--- config.mk ---
export PLATFORM = sky130hd
export DESIGN_NAME = vga_fb_ctrl
export DESIGN_NICKNAME = d
export VERILOG_FILES = /design/src/rtl/vga_pkg.sv /design/src/rtl/vga_timing_gen.sv /design/src/rtl/vga_fb_ctrl.sv
export SDC_FILE = /design/constraint.sdc
export NUM_CORES = 1
export LEC_CHECK = 0
export ABC_CLOCK_PERIOD_IN_PS = 3500
export CAP_MARGIN = 10
export CELL_PAD_IN_SITES_DETAIL_PLACEMENT = 1
export CELL_PAD_IN_SITES_GLOBAL_PLACEMENT = 2
export CORE_MARGIN = 2
export CORE_UTILIZATION = 36
export CTS_CLUSTER_DIAMETER = 80
export CTS_CLUSTER_SIZE = 40
export DETAILED_ROUTE_END_ITERATION = 12
export MAX_ROUTING_LAYER = met4
export PLACE_DENSITY = 0.82
export SLEW_MARGIN = 10
export SYNTH_ARGS = -nofsm -noshare
export SYNTH_HDL_FRONTEND = slang
export SYNTH_HIERARCHICAL = 1
export SYNTH_SLANG_ARGS = --single-unit
--- constraint.sdc ---
create_clock -name clk25MHz -period 3.5 [get_ports clk25MHz]
set_input_delay 0.525 -clock clk25MHz [delete_from_list [all_inputs] [get_ports clk25MHz]]
set_output_delay 0.525 -clock clk25MHz [all_outputs]
set_load 0.01 [all_outputs]
--- src/rtl/vga_pkg.sv ---
// Shared VGA timing defaults, colour type and total-length helpers.
// Used by vga_timing_gen and vga_fb_ctrl.
package vga_pkg;

    localparam int DEF_H_ACTIVE = 640;
    localparam int DEF_H_FP     = 16;
    localparam int DEF_H_SYNC   = 96;
    localparam int DEF_H_BP     = 48;
    localparam int DEF_V_ACTIVE = 480;
    localparam int DEF_V_FP     = 10;
    localparam int DEF_V_SYNC   = 2;
    localparam int DEF_V_BP     = 33;
    localparam int DEF_COLOR_W  = 4;

    typedef struct packed {
        logic [DEF_COLOR_W-1:0] r;
        logic [DEF_COLOR_W-1:0] g;
        logic [DEF_COLOR_W-1:0] b;
    } rgb_t;

    function automatic int h_total(int act, int fp, int sync, int bp);
        return act + fp + sync + bp;
    endfunction

    function automatic int v_total(int act, int fp, int sync, int bp);
        return act + fp + sync + bp;
    endfunction

endpackage

--- src/rtl/vga_timing_gen.sv ---
// Stage 0: h/v counters, raw syncs, active flag and frame-buffer address.
// VGA_TEST_PATTERN_EN adds the colour-bar index and frame-end strobe.
module vga_timing_gen
    import vga_pkg::*;
#(
    parameter int H_ACTIVE  = DEF_H_ACTIVE,
    parameter int H_FP      = DEF_H_FP,
    parameter int H_SYNC    = DEF_H_SYNC,
    parameter int H_BP      = DEF_H_BP,
    parameter int V_ACTIVE  = DEF_V_ACTIVE,
    parameter int V_FP      = DEF_V_FP,
    parameter int V_SYNC    = DEF_V_SYNC,
    parameter int V_BP      = DEF_V_BP,
    parameter int HSYNC_POL = 0,
    parameter int VSYNC_POL = 0,
    parameter int SCALE     = 1,
    parameter int ADDR_W    = 19
) (
    input  logic              clk,
    input  logic              reset,
`ifdef VGA_TEST_PATTERN_EN
    output logic [2:0]        bar,
    output logic              frame_end,
`endif
    output logic              hsync_raw,
    output logic              vsync_raw,
    output logic              active_raw,
    output logic              first_raw,
    output logic [ADDR_W-1:0] addr
);

    localparam int H_TOTAL = h_total(H_ACTIVE, H_FP, H_SYNC, H_BP);
    localparam int V_TOTAL = v_total(V_ACTIVE, V_FP, V_SYNC, V_BP);
    localparam int HW      = $clog2(H_TOTAL);
    localparam int VW      = $clog2(V_TOTAL);
    localparam int SL      = $clog2(SCALE);
    localparam int H_WORDS = H_ACTIVE / SCALE;
    localparam logic HS_ACT = 1'(HSYNC_POL);
    localparam logic VS_ACT = 1'(VSYNC_POL);

    logic [HW-1:0]     h_cnt;
    logic [VW-1:0]     v_cnt;
    logic [ADDR_W-1:0] line_base;
    logic              h_last;
    logic              v_last;
    logic              v_step;

    assign h_last = h_cnt == HW'(H_TOTAL - 1);
    assign v_last = v_cnt == VW'(V_TOTAL - 1);
    assign v_step = (v_cnt & VW'(SCALE - 1)) == VW'(SCALE - 1);

    always_ff @(posedge clk) begin
        if (reset) begin
            h_cnt     <= '0;
            v_cnt     <= '0;
            line_base <= '0;
        end else begin
            h_cnt <= h_last ? '0 : h_cnt + 1'b1;
            if (h_last)
                v_cnt <= v_last ? '0 : v_cnt + 1'b1;
            if (h_last && v_last)
                line_base <= '0;
            else if (h_cnt == HW'(H_ACTIVE - 1) &&
                     32'(v_cnt) < V_ACTIVE && v_step)
                line_base <= line_base + ADDR_W'(H_WORDS);
        end
    end

    assign hsync_raw  = (32'(h_cnt) >= H_ACTIVE + H_FP &&
                         32'(h_cnt) <  H_ACTIVE + H_FP + H_SYNC)
                        ? HS_ACT : ~HS_ACT;
    assign vsync_raw  = (32'(v_cnt) >= V_ACTIVE + V_FP &&
                         32'(v_cnt) <  V_ACTIVE + V_FP + V_SYNC)
                        ? VS_ACT : ~VS_ACT;
    assign active_raw = 32'(h_cnt) < H_ACTIVE && 32'(v_cnt) < V_ACTIVE;
    assign first_raw  = h_cnt == '0 && v_cnt == '0;
    assign addr       = line_base + ADDR_W'(h_cnt >> SL);

`ifdef VGA_TEST_PATTERN_EN
    // Bar index tracks h_cnt / (H_ACTIVE/8) without a divider.
    localparam int BAR_W = H_ACTIVE / 8;
    localparam int BW    = $clog2(BAR_W + 1);

    logic [BW-1:0] bar_sub;

    always_ff @(posedge clk) begin
        if (reset || h_last) begin
            bar     <= '0;
            bar_sub <= '0;
        end else if (bar_sub == BW'(BAR_W - 1)) begin
            bar     <= bar + 1'b1;
            bar_sub <= '0;
        end else begin
            bar_sub <= bar_sub + 1'b1;
        end
    end

    assign frame_end = h_last && v_last;
`endif

endmodule

--- src/rtl/vga_fb_ctrl.sv ---
// VGA frame-buffer scanner: read stage, aligned delay lines, RGB output.
// VGA_TEST_PATTERN_EN adds i_pattern_en and an 8-bar colour pattern.
module vga_fb_ctrl
    import vga_pkg::*;
#(
    parameter int H_ACTIVE   = DEF_H_ACTIVE,
    parameter int H_FP       = DEF_H_FP,
    parameter int H_SYNC     = DEF_H_SYNC,
    parameter int H_BP       = DEF_H_BP,
    parameter int V_ACTIVE   = DEF_V_ACTIVE,
    parameter int V_FP       = DEF_V_FP,
    parameter int V_SYNC     = DEF_V_SYNC,
    parameter int V_BP       = DEF_V_BP,
    parameter int HSYNC_POL  = 0,
    parameter int VSYNC_POL  = 0,
    parameter int SCALE      = 1,
    parameter int COLOR_W    = DEF_COLOR_W,
    parameter int RD_LATENCY = 1,
    parameter int ADDR_W     =
        $clog2((H_ACTIVE / SCALE) * (V_ACTIVE / SCALE))
) (
    input  logic                 clk25MHz,
    input  logic                 reset,
`ifdef VGA_TEST_PATTERN_EN
    input  logic                 i_pattern_en,
`endif
    output logic                 fb_rd_en,
    output logic [ADDR_W-1:0]    fb_rd_addr,
    input  logic [3*COLOR_W-1:0] fb_rd_data,
    output logic                 o_hsync,
    output logic                 o_vsync,
    output logic [COLOR_W-1:0]   o_red,
    output logic [COLOR_W-1:0]   o_green,
    output logic [COLOR_W-1:0]   o_blue,
    output logic                 o_active,
    output logic                 o_frame_start
);

    localparam int PIPE = RD_LATENCY + 2;
    localparam logic HS_IDLE = ~1'(HSYNC_POL);
    localparam logic VS_IDLE = ~1'(VSYNC_POL);

    typedef struct packed {
        logic [COLOR_W-1:0] r;
        logic [COLOR_W-1:0] g;
        logic [COLOR_W-1:0] b;
    } pix_t;

    logic              hsync_raw;
    logic              vsync_raw;
    logic              active_raw;
    logic              first_raw;
    logic [ADDR_W-1:0] addr;
    logic              pat_mode;
    logic              rd_go;
    logic [PIPE-1:0]   hs_d;
    logic [PIPE-1:0]   vs_d;
    logic [PIPE-1:0]   act_d;
    logic [PIPE-1:0]   fs_d;
    pix_t              pix_in;
    pix_t              pix_q;

`ifdef VGA_TEST_PATTERN_EN
    logic [2:0]        bar;
    logic              frame_end;
    logic [PIPE-2:0]   pat_d;
    logic [2:0]        bar_d [PIPE-1];
`endif

    vga_timing_gen #(
        .H_ACTIVE (H_ACTIVE),
        .H_FP     (H_FP),
        .H_SYNC   (H_SYNC),
        .H_BP     (H_BP),
        .V_ACTIVE (V_ACTIVE),
        .V_FP     (V_FP),
        .V_SYNC   (V_SYNC),
        .V_BP     (V_BP),
        .HSYNC_POL(HSYNC_POL),
        .VSYNC_POL(VSYNC_POL),
        .SCALE    (SCALE),
        .ADDR_W   (ADDR_W)
    ) u_timing (
        .clk       (clk25MHz),
        .reset     (reset),
`ifdef VGA_TEST_PATTERN_EN
        .bar       (bar),
        .frame_end (frame_end),
`endif
        .hsync_raw (hsync_raw),
        .vsync_raw (vsync_raw),
        .active_raw(active_raw),
        .first_raw (first_raw),
        .addr      (addr)
    );

`ifdef VGA_TEST_PATTERN_EN
    // Mode changes only at the frame boundary so a frame is never mixed.
    always_ff @(posedge clk25MHz) begin
        if (reset) begin
            pat_mode <= 1'b0;
            pat_d    <= '0;
            for (int i = 0; i < PIPE - 1; i++)
                bar_d[i] <= '0;
        end else begin
            if (frame_end)
                pat_mode <= i_pattern_en;
            pat_d    <= {pat_d, pat_mode};
            bar_d[0] <= bar;
            for (int i = 1; i < PIPE - 1; i++)
                bar_d[i] <= bar_d[i-1];
        end
    end
`else
    assign pat_mode = 1'b0;
`endif

    assign rd_go  = active_raw && !pat_mode;
    assign pix_in = fb_rd_data;

    always_ff @(posedge clk25MHz) begin
        if (reset) begin
            fb_rd_en   <= 1'b0;
            fb_rd_addr <= '0;
            hs_d       <= {PIPE{HS_IDLE}};
            vs_d       <= {PIPE{VS_IDLE}};
            act_d      <= '0;
            fs_d       <= '0;
        end else begin
            fb_rd_en <= rd_go;
            if (rd_go)
                fb_rd_addr <= addr;
            hs_d  <= {hs_d[PIPE-2:0], hsync_raw};
            vs_d  <= {vs_d[PIPE-2:0], vsync_raw};
            act_d <= {act_d[PIPE-2:0], active_raw};
            fs_d  <= {fs_d[PIPE-2:0], first_raw};
        end
    end

    // Read data lands alongside act_d[PIPE-2]; blanking forces black.
    always_ff @(posedge clk25MHz) begin
        if (reset || !act_d[PIPE-2]) begin
            pix_q <= '0;
`ifdef VGA_TEST_PATTERN_EN
        end else if (pat_d[PIPE-2]) begin
            pix_q.r <= {COLOR_W{bar_d[PIPE-2][2]}};
            pix_q.g <= {COLOR_W{bar_d[PIPE-2][1]}};
            pix_q.b <= {COLOR_W{bar_d[PIPE-2][0]}};
`endif
        end else begin
            pix_q <= pix_in;
        end
    end

    assign o_hsync       = hs_d[PIPE-1];
    assign o_vsync       = vs_d[PIPE-1];
    assign o_active      = act_d[PIPE-1];
    assign o_frame_start = fs_d[PIPE-1];
    assign o_red         = pix_q.r;
    assign o_green       = pix_q.g;
    assign o_blue        = pix_q.b;

endmodule

==> summary.md <==
| Metric | Value |
|---|---|
| Clk_lat worst skew | `350 ps` |
| Final ANT Viol Nets | `0` |
| Port Buffer Count | `~50` |
| DIE HEIGHT | `between 90 and 100 µm` |
| Lkg Pwr | `approximately 1.5 nW` |
| CP startpoint | `u_timing/h_cnt[0]` |
| Vias in the first global route | `roughly 2,400` |
| Xor/xnor share of the synthesized area | `6.80%` |
| Cells after Synth | `332` |
| Post-Place Cells | `468` |
| Final Power | `1.54 mW` |
| Setup Viol. Count Final | `0` |
| Adder-cell share of the synthesized area | `under 10%` |
| Pwr/cell area | `between 300 and 400 nW/µm²` |
| Slowest CP cell | `or4b_2` |
| Placeable Area | `8680 µm²` |
| Max stage delay on crit path | `slightly above 600 ps` |
| Post-DP Area | `between 3000 and 4000 µm²` |
| Final WL | `slightly above 7 mm` |
| Slew Limit Fails | `0` |
| Initial core utilization | `a little under two fifths` |
| Drt wl/cell | `~15 µm` |
| Initial antenna violation count | `0` |
| Maximum Capacitance Violations | `0` |
| Total CTS buffers | `9` |
| Fillers | `about 1,000` |
| Die W | `around 100 µm` |
| Critical-path cell list | `ha_1 -> and3_1 -> nand4_1 -> buf_4 -> or4b_2 -> a21oi_1` |
| Run status | `completed` |
| Gpl congestion | `roughly 0.8` |
| Detailed placer's ending HPWL | `4.99 mm` |
| Critical path arrival | `around 2500 ps` |
| Share of cells above drive strength 1 | `under 10%` |
| GRT Overall Usage | `15.7%` |
| TritonRoute pass-1 iters | `4` |
| Iteration-0 DRC count of the detailed router | `100` |
| First-pass GRT wire length | `11.9 mm` |
| Pin count of the biggest net entering global routing | `23` |
| R2R depth | `6` |
| Fin nets | `between 300 and 400` |
| CTS tree | `done` |
| WP data required | `about 3800 ps` |
| Synth Area in Compound Gates | `6.38%` |
| Hold slack | `between 400 and 500 ps` |
| Worst R2R Setup Slack | `1280 ps` |
| Vias/cell | `around 5.0` |
| Crit path to | `u_timing/line_base[16]` |
| Post-cts resize count | `0` |
| Crit. End Element | `flop` |
| Rows | `34` |
| FF-to-FF End | `u_timing/line_base[16]` |
| Final instance area | `between 3000 and 4000 µm²` |
| Io pins | `50` |
| Syn-to-layout area delta | `20.1%` |
| Most frequent cells in the layout | `75 x dfxtp_1, 49 x clkdlybuf4s50_1, 43 x nor2_1` |
| Fin. Hold Viols | `0` |
| Main combinational cell family by area after synthesis | `simple AND/OR/NAND/NOR gates` |
| DRC viols | `0` |
| Yosys reg bits | `75` |
| Relative slew slack | `between 50 and 60%` |
| Count of different cell masters after synthesis | `between 40 and 50` |
| ANT cells | `0` |
| Post-Syn Nets | `356` |
| Commonest non-fill, non-tap cell in the layout | `dfxtp_1` |
| Tightest Pin Transition | `between 600 and 700 ps` |
| Post-route insts no fill | `a little under 500` |
| Post-synthesis cell area | `3220 µm²` |
| Die area | `between 9000 and 10,000 µm²` |
| Worst clock skew | `between 9 and 10 ps` |
| Simple logic cell fraction of the synthesized area | `a little under a quarter` |
| Root buffer cell | `clkbuf_8` |
| CTS clk-pin slew, worst paths | `roughly 80 ps` |
| Vias after detailed routing | `between 2,000 and 2,500` |
| Period utilization | `between 60 and 70%` |
| RSZ-0062 raised after global routing | `no` |
| Crit Path Category | `reg -> reg` |
| HP Class | `reg -> reg` |
| Post-synthesis sequential area ratio | `a little under half` |
| Grt total ovfl | `0` |
| Setup Buffers After CTS | `0` |
| Mean Syn Cell Area | `9.69 µm²` |
| Clock sinks | `75` |
| Crit path time final | `2220 ps` |
| Setup crit start kind | `flop` |
| Mux share of post-synthesis cell area | `around 6.5%` |
| Yosys warnings | `6` |
| Maximum VDD drop | `179 µV` |
| Critical Path Fanout Max | `22` |
| R2R Path Start | `u_timing/h_cnt[0]` |
| Setup tns final | `0 ps` |
| Longest Clk Path Bufs | `2` |
| H-tree depth | `3` |
| Fmax | `451 MHz` |
| Hold_buf cts | `0` |
## registers in the layout (all words and copies together) (netlist names)
name / flops
o_blue: 4
u_timing/h_cnt: 10
hs_d: 3
o_red: 4
fb_rd_addr: 19
u_timing/v_cnt: 10
u_timing/line_base: 12
act_d: 3
o_green: 4
vs_d: 3
fs_d: 3
## worst max-delay path: cells and delay by family, from the launching register on
family,cells,cell delay [ps]
simple gates,3,1040
flops,1,440
fa+ha+maj,1,260
buf+inv,1,230
compound gates,1,180
## routing by layer
layer	wire length [µm]	GRT usage, %	vias up
li1	-	-	1211
met1	3680	21.3	1129
met2	2990	22.6	46
met3	273	4.18	11
met4	106	5.69	0
met5	0	-	-
## cells in the mapped netlist (all sizes together)
cell type	count	area (µm²)
a21o	1	7.51
a21oi	16	80.1
a31o	2	17.5
and2	12	75.1
and3	4	25.0
and4	2	17.5
buf	16	121
bufbuf	1	32.5
clkbuf	7	28.8
dfxtp	75	1500
fa	1	20.0
ha	9	113
inv	7	26.3
mux2i	21	210
nand2	10	37.5
nand2b	1	6.26
nand3	7	35.0
nand3b	1	7.51
nand4	10	62.6
nand4b	2	17.5
nor2	44	165
nor2b	7	46.3
nor3	4	20.0
nor4	7	43.8
nor4b	1	8.76
o211ai	1	7.51
o21ai	9	45.0
o31ai	4	30.0
o41ai	2	17.5
or2	7	43.8
or3	6	37.5
or3b	1	11.3
or4	6	48.8
or4b	2	20.0
or4bb	1	11.3
xnor2	11	96.3
xor2	14	123
## worst min path at each step
stage	endpoint	depth (start not counted)	start	slack, ps
after floorplan	hs_d[1]	1	hs_d[0]	380
after global placement	hs_d[1]	1	hs_d[0]	390
after detailed placement	hs_d[1]	1	hs_d[0]	390
after CTS	hs_d[1]	1	hs_d[0]	410
after global routing	hs_d[1]	1	hs_d[0]	430
final	hs_d[1]	1	hs_d[0]	410
## logic make-up after synthesis
kind of cell / count (synthesis)
muxes: 21
DFF: 75
xor gates and xnor gates: 25
AOI/OAI and AO/OA: 35
buffers and inverters: 31
adders and majority gates: 10
and+or+nand+nor: 135
## final cells by class
type / instances / area, µm² / area share [%]
Multi-Input combinational cell: 226 / 1510 / 39.1
Sequential cell: 75 / 1500 / 38.8
Timing Repair Buffer: 52 / 513 / 13.3
Tap cell: 108 / 135 / 3.50
Clock buffer: 9 / 124 / 3.20
Clock inverter: 7 / 55.1 / 1.42
Inverter: 7 / 26.3 / 0.680
## stage by stage
stage | setup WS, ps | util [%]
4_1_cts | 1260 | 44.5
2_1_floorplan | 1630 | -
5_1_grt | 1140 | 44.5
3_3_place_gp | 1340 | 42.5
6_report | 1280 | 44.5
3_5_place_dp | 1260 | 42.5
## power by group
group          switching [mW]  internal, mW
Combinational          0.0280        0.0358
Sequential            0.00758         0.865
Clock                   0.342         0.260
(Power assumes the default switching activity.)
